`src/rtl/seg7_pkg.sv`:
```
// Shared segment patterns and digit-code type for the multiplexed 7-segment
// scan driver.
package seg7_pkg;

    typedef logic [3:0] digit_code_t;

    // Patterns are {g,f,e,d,c,b,a}, active-high.
    localparam logic [6:0] SEG_BLANK = 7'b0000000;
    localparam logic [6:0] SEG_0     = 7'b0111111;
    localparam logic [6:0] SEG_1     = 7'b0000110;
    localparam logic [6:0] SEG_2     = 7'b1011011;
    localparam logic [6:0] SEG_3     = 7'b1001111;
    localparam logic [6:0] SEG_4     = 7'b1100110;
    localparam logic [6:0] SEG_5     = 7'b1101101;
    localparam logic [6:0] SEG_6     = 7'b1111101;
    localparam logic [6:0] SEG_7     = 7'b0000111;
    localparam logic [6:0] SEG_8     = 7'b1111111;
    localparam logic [6:0] SEG_9     = 7'b1101111;
    localparam logic [6:0] SEG_A     = 7'b1110111;
    localparam logic [6:0] SEG_B     = 7'b1111100;
    localparam logic [6:0] SEG_C     = 7'b0111001;
    localparam logic [6:0] SEG_D     = 7'b1011110;
    localparam logic [6:0] SEG_E     = 7'b1111001;
    localparam logic [6:0] SEG_F     = 7'b1110001;

    localparam int MAX_DIGITS = 8;

    // A single-digit display still needs a one-bit index register.
    function automatic int idx_width(input int n);
        return (n > 1) ? $clog2(n) : 1;
    endfunction

endpackage

```
`src/rtl/bcd_7seg_scan_driver_if.sv`:
```
// Host-side bus of the scan driver: digit load port plus the registered
// display outputs.
interface bcd_7seg_scan_driver_if #(
    parameter int N_DIGITS = 4
);
    logic                    load;
    logic [4*N_DIGITS-1:0]   data;
    logic [N_DIGITS-1:0]     dp_in;
    logic                    blank_lz;
    logic [6:0]              seg;
    logic                    dp;
    logic [N_DIGITS-1:0]     an;
    logic                    pending;
    logic                    frame_tick;

    modport master (
        output load, data, dp_in, blank_lz,
        input  seg, dp, an, pending, frame_tick
    );

    modport slave (
        input  load, data, dp_in, blank_lz,
        output seg, dp, an, pending, frame_tick
    );
endinterface

```
`src/rtl/bcd_7seg_scan_driver_seg7_decode.sv`:
```
// Combinational digit-code to segment decoder. Define SEG_HEX_EN to show
// codes 10-15 as A,b,C,d,E,F; otherwise those codes blank the digit.
module seg7_decode
    import seg7_pkg::*;
(
    input  digit_code_t code,
    output logic [6:0]  seg
);

    always_comb begin
        seg = SEG_BLANK;
        case (code)
            4'd0:    seg = SEG_0;
            4'd1:    seg = SEG_1;
            4'd2:    seg = SEG_2;
            4'd3:    seg = SEG_3;
            4'd4:    seg = SEG_4;
            4'd5:    seg = SEG_5;
            4'd6:    seg = SEG_6;
            4'd7:    seg = SEG_7;
            4'd8:    seg = SEG_8;
            4'd9:    seg = SEG_9;
`ifdef SEG_HEX_EN
            4'd10:   seg = SEG_A;
            4'd11:   seg = SEG_B;
            4'd12:   seg = SEG_C;
            4'd13:   seg = SEG_D;
            4'd14:   seg = SEG_E;
            4'd15:   seg = SEG_F;
`else
            4'd10, 4'd11, 4'd12, 4'd13, 4'd14, 4'd15: seg = SEG_BLANK;
`endif
            default: seg = SEG_BLANK;
        endcase
    end

endmodule

```
`src/rtl/bcd_7seg_scan_driver.sv`:
```
// Time-multiplexed BCD 7-segment driver with double-buffered digit data that
// swaps only at frame boundaries. SEG_HEX_EN (see seg7_decode) enables hex glyphs.
module bcd_7seg_scan_driver
    import seg7_pkg::*;
#(
    parameter int N_DIGITS = 4,
    parameter int PRESCALE = 1000
)(
    input  logic                   clk,
    input  logic                   rst,
    bcd_7seg_scan_driver_if.slave  bus
);

    localparam int PCNT_W = $clog2(PRESCALE);
    localparam int IDX_W  = idx_width(N_DIGITS);
    localparam logic [PCNT_W-1:0] PCNT_LAST = PCNT_W'(PRESCALE - 1);
    localparam logic [PCNT_W-1:0] PCNT_ONE  = PCNT_W'(1);
    localparam logic [IDX_W-1:0]  IDX_LAST  = IDX_W'(N_DIGITS - 1);
    localparam logic [IDX_W-1:0]  IDX_ONE   = IDX_W'(1);

    logic [PCNT_W-1:0]     pcnt_reg;
    logic [IDX_W-1:0]      idx_reg;
    logic [4*N_DIGITS-1:0] active_data_reg;
    logic [N_DIGITS-1:0]   active_dp_reg;
    logic [4*N_DIGITS-1:0] pend_data_reg;
    logic [N_DIGITS-1:0]   pend_dp_reg;
    logic                  pending_reg;
    logic                  frame_tick_reg;
    logic [6:0]            seg_reg;
    logic                  dp_reg;
    logic [N_DIGITS-1:0]   an_reg;

    logic                  slot_end;
    logic                  frame_end;
    digit_code_t           digits [N_DIGITS];
    logic [N_DIGITS-1:0]   digit_nz;
    logic [N_DIGITS-1:0]   zero_above;
    logic                  zero_run;
    digit_code_t           sel_code;
    logic [6:0]            dec_seg;
    logic                  blank_sel;
    logic [6:0]            seg_next;
    logic [N_DIGITS-1:0]   an_next;

    assign slot_end  = (pcnt_reg == PCNT_LAST);
    assign frame_end = slot_end && (idx_reg == IDX_LAST);

    always_ff @(posedge clk) begin
        if (rst) begin
            pcnt_reg <= '0;
            idx_reg  <= '0;
        end else if (slot_end) begin
            pcnt_reg <= '0;
            idx_reg  <= (idx_reg == IDX_LAST) ? '0 : idx_reg + IDX_ONE;
        end else begin
            pcnt_reg <= pcnt_reg + PCNT_ONE;
        end
    end

    // A load landing exactly on the frame boundary bypasses the pending buffer
    // so the new value is never held back a whole extra frame.
    always_ff @(posedge clk) begin
        if (rst) begin
            active_data_reg <= '0;
            active_dp_reg   <= '0;
            pend_data_reg   <= '0;
            pend_dp_reg     <= '0;
            pending_reg     <= 1'b0;
        end else begin
            if (bus.load) begin
                pend_data_reg <= bus.data;
                pend_dp_reg   <= bus.dp_in;
            end
            if (bus.load && frame_end) begin
                active_data_reg <= bus.data;
                active_dp_reg   <= bus.dp_in;
                pending_reg     <= 1'b0;
            end else if (bus.load) begin
                pending_reg     <= 1'b1;
            end else if (frame_end && pending_reg) begin
                active_data_reg <= pend_data_reg;
                active_dp_reg   <= pend_dp_reg;
                pending_reg     <= 1'b0;
            end
        end
    end

    genvar gi;
    generate
        for (gi = 0; gi < N_DIGITS; gi++) begin : g_digit
            assign digits[gi]   = active_data_reg[4*gi +: 4];
            assign digit_nz[gi] = |active_data_reg[4*gi +: 4];
        end
    endgenerate

    // zero_above[k] is set when every active digit from the top down to k is zero.
    always_comb begin
        zero_run   = 1'b1;
        zero_above = '0;
        for (int k = N_DIGITS - 1; k >= 0; k--) begin
            zero_run      = zero_run && !digit_nz[k];
            zero_above[k] = zero_run;
        end
    end

    assign sel_code = digits[idx_reg];

    seg7_decode u_decode (
        .code (sel_code),
        .seg  (dec_seg)
    );

    assign blank_sel = bus.blank_lz && (idx_reg != '0) && zero_above[idx_reg];
    assign seg_next  = blank_sel ? SEG_BLANK : dec_seg;

    always_comb begin
        an_next          = '0;
        an_next[idx_reg] = 1'b1;
    end

    always_ff @(posedge clk) begin
        if (rst) begin
            seg_reg        <= SEG_BLANK;
            dp_reg         <= 1'b0;
            an_reg         <= '0;
            frame_tick_reg <= 1'b0;
        end else begin
            seg_reg        <= seg_next;
            dp_reg         <= active_dp_reg[idx_reg];
            an_reg         <= an_next;
            frame_tick_reg <= frame_end;
        end
    end

    assign bus.seg        = seg_reg;
    assign bus.dp         = dp_reg;
    assign bus.an         = an_reg;
    assign bus.pending    = pending_reg;
    assign bus.frame_tick = frame_tick_reg;

endmodule
```
`src/flat_wrapper.sv`:
```
// flat-port wrapper written by rule: the top's interface ports become plain ports
module bcd_7seg_scan_driver_flat import seg7_pkg::*;
#(
    parameter int N_DIGITS = 4,
    parameter int PRESCALE = 1000
)
  (clk, rst, bus_load, bus_data, bus_dp_in, bus_blank_lz, bus_seg, bus_dp, bus_an, bus_pending, bus_frame_tick);
  bcd_7seg_scan_driver_if #(.N_DIGITS(N_DIGITS)) bus_i ();
  input  logic clk;
  input  logic rst;
  input wire logic [$bits(bus_i.load)-1:0] bus_load;
  input wire logic [$bits(bus_i.data)-1:0] bus_data;
  input wire logic [$bits(bus_i.dp_in)-1:0] bus_dp_in;
  input wire logic [$bits(bus_i.blank_lz)-1:0] bus_blank_lz;
  output wire logic [$bits(bus_i.seg)-1:0] bus_seg;
  output wire logic [$bits(bus_i.dp)-1:0] bus_dp;
  output wire logic [$bits(bus_i.an)-1:0] bus_an;
  output wire logic [$bits(bus_i.pending)-1:0] bus_pending;
  output wire logic [$bits(bus_i.frame_tick)-1:0] bus_frame_tick;
  assign bus_i.load = bus_load;
  assign bus_i.data = bus_data;
  assign bus_i.dp_in = bus_dp_in;
  assign bus_i.blank_lz = bus_blank_lz;
  assign bus_seg = bus_i.seg;
  assign bus_dp = bus_i.dp;
  assign bus_an = bus_i.an;
  assign bus_pending = bus_i.pending;
  assign bus_frame_tick = bus_i.frame_tick;
  bcd_7seg_scan_driver #(.N_DIGITS(N_DIGITS), .PRESCALE(PRESCALE)) u_core (.clk(clk), .rst(rst), .bus(bus_i));
endmodule
```
`config.mk`:
```
export PLATFORM = sky130hd
export DESIGN_NAME = bcd_7seg_scan_driver_flat
export DESIGN_NICKNAME = d
export VERILOG_FILES = /design/src/rtl/seg7_pkg.sv /design/src/rtl/bcd_7seg_scan_driver_if.sv /design/src/rtl/bcd_7seg_scan_driver_seg7_decode.sv /design/src/rtl/bcd_7seg_scan_driver.sv /design/src/flat_wrapper.sv
export SDC_FILE = /design/constraint.sdc
export NUM_CORES = 1
export LEC_CHECK = 0
export CORE_ASPECT_RATIO = 0.7
export CORE_UTILIZATION = 45
export DETAILED_ROUTE_END_ITERATION = 16
export HOLD_SLACK_MARGIN = 0.1
export PLACE_DENSITY = 0.7
export SYNTH_ARGS = -nofsm -noshare
export SYNTH_HDL_FRONTEND = slang
export SYNTH_SLANG_ARGS = --single-unit
```
`constraint.sdc`:
```
create_clock -name clk -period 2.2 [get_ports clk]
set_clock_uncertainty 0.1 [all_clocks]
set_input_delay 0.44 -clock clk [delete_from_list [all_inputs] [get_ports clk]]
set_output_delay 0.44 -clock clk [all_outputs]
set_load 0.05 [all_outputs]
```
Word level (Yosys, flattened, before mapping)

Memory sizes are Yosys's and may differ from the RTL's. A register that Yosys moved wholly into a read port is not among the register bits.
Index checks and enable logic that the tools add are counted.

Bits in registers: 59
Memory bits (read-only): 112
Output and inout port bits: 14
Word-level logic and storage cells: 62
Memories: 1

Memory list:

| memory           | words | bits a word | read ports | clocked after memory_dff | write ports | RTL line                               | text |
|---|---|---|---|---|---|---|---|
| (name not given) | 16    | 7           | 1          | 1                        | 0           | bcd_7seg_scan_driver_seg7_decode.sv:12 | `case (code)` |

$add $sub $neg: 2
Order comparisons: 3
Equality and inequality tests: 3
Muxes and demuxes: 18
Bitwise operators: 1
Reductions and logical operators: 24

Operator list:

| cell                  | count |
|---|---|
| $mux 16               | 3 |
| $mux 4                | 5 |
| $reduce_or 4->1       | 4 |
| $add 10x1->10 const B | 1 |
| $eq 10x10->1 const B  | 1 |
| $logic_and 1x1->1     | 9 |
| $bmux 4 s2            | 1 |
| $reduce_bool 2->1     | 3 |
| $reduce_or 2->1       | 3 |
| $mux 1                | 5 |
| $bmux 1 s2            | 2 |
| $logic_not 1->1       | 4 |
| $ge 3x3->1 const B    | 1 |
| $lt 2x3->1 const B    | 1 |
| $not 2->3             | 1 |
| $add 2x1->2 const B   | 1 |
| $demux 1 s2           | 1 |
| $eq 2x2->1 const B    | 1 |
| $ge 2x1->1 const B    | 1 |
| $mux 2                | 1 |
| $ne 2x1->1 const B    | 1 |
| $reduce_and 2->1      | 1 |

Depth between registers and ports, before layout

Word-level depth: 9
Mapped depth: 8

Cells and area by module

Synthesis repeated with hierarchy kept, for this count alone.

Cells, all modules: 302
Area total of the unflattened synthesis: 2989.1 µm²

By module, submodules not included:

| module               | instances | cells each | area each (µm²) | seq. area each (µm²) |
|---|---|---|---|---|
| bcd_7seg_scan_driver | 1         | 274        | 2770.2          | 1321.3 |
| seg7_decode          | 1         | 28         | 219.0           | 0.0 |

Worst setup path before layout

OpenSTA, ideal clock, no wires.

Kind: reg2reg
Start point: register u_core.idx_reg[0]
End point: register u_core.seg_reg[3], in the netlist u_core.bus.seg[3]
Library setup time: 0.146 ns
Arrival time: 1.857 ns
Slack: 0.097 ns
Cell stages (with the launch flop): 8
Path buffers: 1
Period minus slack after synthesis: 2.103 ns
Cell sequence: dfxtp_1 -> buf_6 -> mux4_1 -> inv_1 -> ha_1 -> or2b_1 -> a21oi_1 -> nor3_1

Longest elaborated chain between the ends: 4

RTL lines:

| what                                                       | RTL line                                                 | text |
|---|---|---|
| start: declaration                                         | bcd_7seg_scan_driver.sv:22                               | `logic [IDX_W-1:0] idx_reg;` |
| start signal: assignment                                   | bcd_7seg_scan_driver.sv:54                               | `idx_reg <= (idx_reg == IDX_LAST) ? '0 : idx_reg + IDX_ONE;` |
| $bmux 1 s2, or another cell as far along                   | bcd_7seg_scan_driver.sv:113                              | `assign blank_sel = bus.blank_lz && (idx_reg != '0) && zero_above[idx_reg];` |
| $mux 1 (not written as such), or another cell as far along | bcd_7seg_scan_driver.sv:113                              |  |
| $logic_and 1x1->1 or $mux 4 (tied branches)                | bcd_7seg_scan_driver.sv:113, bcd_7seg_scan_driver.sv:106 |  |
| $reduce_or 2->1 (no source line) or $mux 4 (tied branches) | -                                                        |  |
| end: declaration                                           | bcd_7seg_scan_driver.sv:29                               | `logic [6:0] seg_reg;` |

Parallel ways exist; a longest one is shown, timed or not. The select of a mux whose other input is x is not followed.
A chain may end at the register's enable or synchronous reset.

Worst setup path after layout

Start point: register u_core.pending_reg, in the netlist u_core.bus.pending
End point: output bus_pending

RTL lines:

| what                     | RTL line                   | text |
|---|---|---|
| start: declaration       | bcd_7seg_scan_driver.sv:27 | `logic pending_reg;` |
| start signal: assignment | bcd_7seg_scan_driver.sv:68 | `pending_reg <= 1'b0;` |
| start signal: assignment | bcd_7seg_scan_driver.sv:77 | `pending_reg <= 1'b0;` |
| start signal: assignment | bcd_7seg_scan_driver.sv:79 | `pending_reg <= 1'b1;` |
| end: declaration         | flat_wrapper.sv:18         | `output wire logic [$bits(bus_i.pending)-1:0] bus_pending;` |

No word-level cell between the ends.

==> key figures <==
STA
  – Final WS setup: 0.1094 ns
  – Worst rel slew slack: 0.6531
  – Hold Violations, Final: 0
  – Final setup viols: 0
  – Fmax: 478.3 MHz
  – Unrepaired setup endpoints after global routing: false
  – Final period util: 0.9503
  – Period minus WS final: 2.091 ns
  – Max Slew Vio Count: 0
  – Worst Tran Pin Value: 0.5203 ns
  – Aggregate negative setup slack: 0 ns

Clock network
  – PostCTS Resize Cnt: 0
  – Sink Count: 66
  – Num CTS Buffers: 9
  – CTS Hold Bufs: 0
  – CTS tree: built
  – H-tree levels: 3
  – Clk buf depth: 2
  – Post-CTS Setup Repair Bufs: 0
  – CTS clock-pin slew for the worst setup and hold paths: 0.06 ns
  – Clk root buf: clkbuf_8
  – Skew-Pair Late Insertion Delay: 0.34 ns

Logic synthesis
  – Top FF cell, synth: dfxtp_1
  – Synth Cell Area: 0.002781 sq mm
  – #FFs+latches synth: 66
  – Yosys cell types: 40
  – Synth area leaders: dfxtp_1 (48%), mux2i_1 (8.3%), nor2_1 (5.5%)
  – Synth top area share: 0.4750
  – Yosys Warn Count: 0
  – Mapped Nets: 308
  – Commonest cells in the synthesized netlist: dfxtp_1 (66), nor2_1 (41), mux2i_1 (23)
  – Mean Syn Cell Area: 10.19 sq um
  – Post-synth top area cell: dfxtp_1
  – Post-synthesis sequential area ratio: 0.4750
  – Number of synthesized flops with an enable pin: 0
  – Synth async-reset ratio: 0
  – Count leader, synth: dfxtp_1
  – Mapped Cells: 273

Worst setup path
  – Worst r2r src: u_core.idx_reg[0]
  – CP startpoint: u_core.bus.pending
  – Critical Path AT: 1.55 ns
  – CP endpoint kind: output pin
  – Critical path peak fanout: 4
  – Worst path cell trace: clkdlybuf4s50_1
  – Top Family by Delay on Critical Path: buffers and inverters
  – Critical path required time: 1.66 ns
  – CP Class: reg -> out
  – Slowest CP cell: clkdlybuf4s50_1
  – Critical Path Start Type: register
  – CP Buf/Inv Count: 1
  – CP max stage delay: 0.83 ns

Die
  – FP Rows: 23
  – Die Ht: 67.78 um
  – Starting density of the core: 0.4761
  – Core ar.: 0.005842 sq mm
  – Die Wd: 95.97 um
  – # IOs: 38
  – Area of the die: 0.006504 sq mm

Route
  – Vias/cell: 5.256
  – # DRC: 0
  – Post-Route WL: 5163 um
  – Via count: 2055
  – Initial DRC Count: 53
  – First-pass DRT Iterations: 5
  – Drt wl/cell: 13.20 um
  – Routed Antenna Nets: 0

Pwr
  – Pwr/cell area: 710.9 mW/mm^2
  – VDD IR max: 0.4959 mV
  – Pleak: 1.373 nW

Job
  – Max_cap viols: 0

Cells and area
  – Area delta synth->final: 23.39%
  – Nets: 348
  – Post-route cell area: 0.003432 sq mm
  – Diodes inserted: 0
  – Share of cells above drive strength 1: 0.1424

GRT
  – Vias in the first global route: 1876
  – Initial antenna violation count: 0
  – First-pass GRT wire length: 8887 um
  – Largest net degree at the start of global routing: 56
  – Gr usage total: 0.1855
  – Gr ovfl total: 0

Outcome
  – Status: finished, final reports clean

Placed design
  – Buffers on Ports: 37
  – GP Congestion: 0.7858
  – DP Worst Slack: 0.1123 ns
  – Hpwl dp: 3566 um
  – Area after DPL: 0.003244 sq mm

Hold path
  – Worst hold path class: reg -> reg
  – Worst hold start: u_core.pcnt_reg[0]
cells in the final DEF, fill, tap and decap left out, types with 2 or more instances in the layout:
cell type        Yosys  layout
clkdlybuf4s50_1      0      36
mux4_2               3       4
nand2_1              6       6
ha_1                11      11
inv_1                8       8
a21oi_1              7       7
mux2i_1             23      23
nor4_1               4       4
buf_4                0       6
nand3_1              4       4
clkbuf_8             0      11
a22oi_1              6       6
buf_12               0       2
a31o_2              14      14
dfxtp_1             66      66
and4_1               2       2
nor3_1              21      21
nand4_1              3       3
a2bb2oi_1            6       6
xor2_1               6       6
nor2_1              41      41
nor2b_1              5       5
xnor2_1              3       3
clkinv_2             0       2
layer usage:
| metal | vias to the layer above | track usage | share of wire |
|---|---|---|---|
| li1 | 1045 | - | - |
| met1 | 966 | 0.2397 | 0.50 |
| met2 | 40 | 0.2830 | 0.44 |
| met3 | 4 | 0.07432 | 0.049 |
| met4 | 0 | 0.06157 | 0.0064 |
| met5 | - | 0 | 0 |
report_power, final:
part	switching, mW	internal [mW]
Sequential	0.0142	1.23
Combinational	0.0979	0.0895
Clock	0.440	0.569
cells by family after synthesis:
family	share of synthesized area
DFF	0.4750
muxes	0.1260
xor gates and xnor gates	0.02834
AOI/OAI and AO/OA	0.1093
buffers and inverters	0.04138
adders and majority gates	0.04948
and+or+nand+nor	0.1705
layout make-up:
| type | count | area (sq um) |
|---|---|---|
| clock buffers | 11 | 151.4 |
| clock inverters | 3 | 40.04 |
| fillers | 522 | 2410 |
| inverters | 9 | 33.78 |
| multi-input cells | 182 | 1341 |
| flip-flops and latches | 66 | 1321 |
| well taps | 75 | 93.84 |
| repair buffers | 45 | 450.4 |
path summary, 6_finish.rpt:
| check | cells past startpoint | endpoint | slack (ns) |
|---|---|---|---|
| hold / removal | 1 | u_core.pcnt_reg[0] | 0.36 |
| setup / recovery | 1 | bus_pending | 0.11 |
| hold reg to reg | 1 | u_core.pcnt_reg[0] | 0.36 |
| setup reg to reg | 6 | u_core.bus.seg[3] | 0.17 |
per-stage QoR:
step	util	hold slack, ns	cells	total power [mW]
2_1_floorplan	-	0.3264	273	1.380
3_3_place_gp	0.5554	0.3355	377	1.456
3_5_place_dp	0.5554	0.3478	377	1.459
4_1_cts	0.5881	0.3707	391	2.466
5_1_grt	0.5875	0.3939	391	2.539
6_report	0.5875	0.3638	391	2.440
Note: power is estimated with default switching activity, not from simulation.
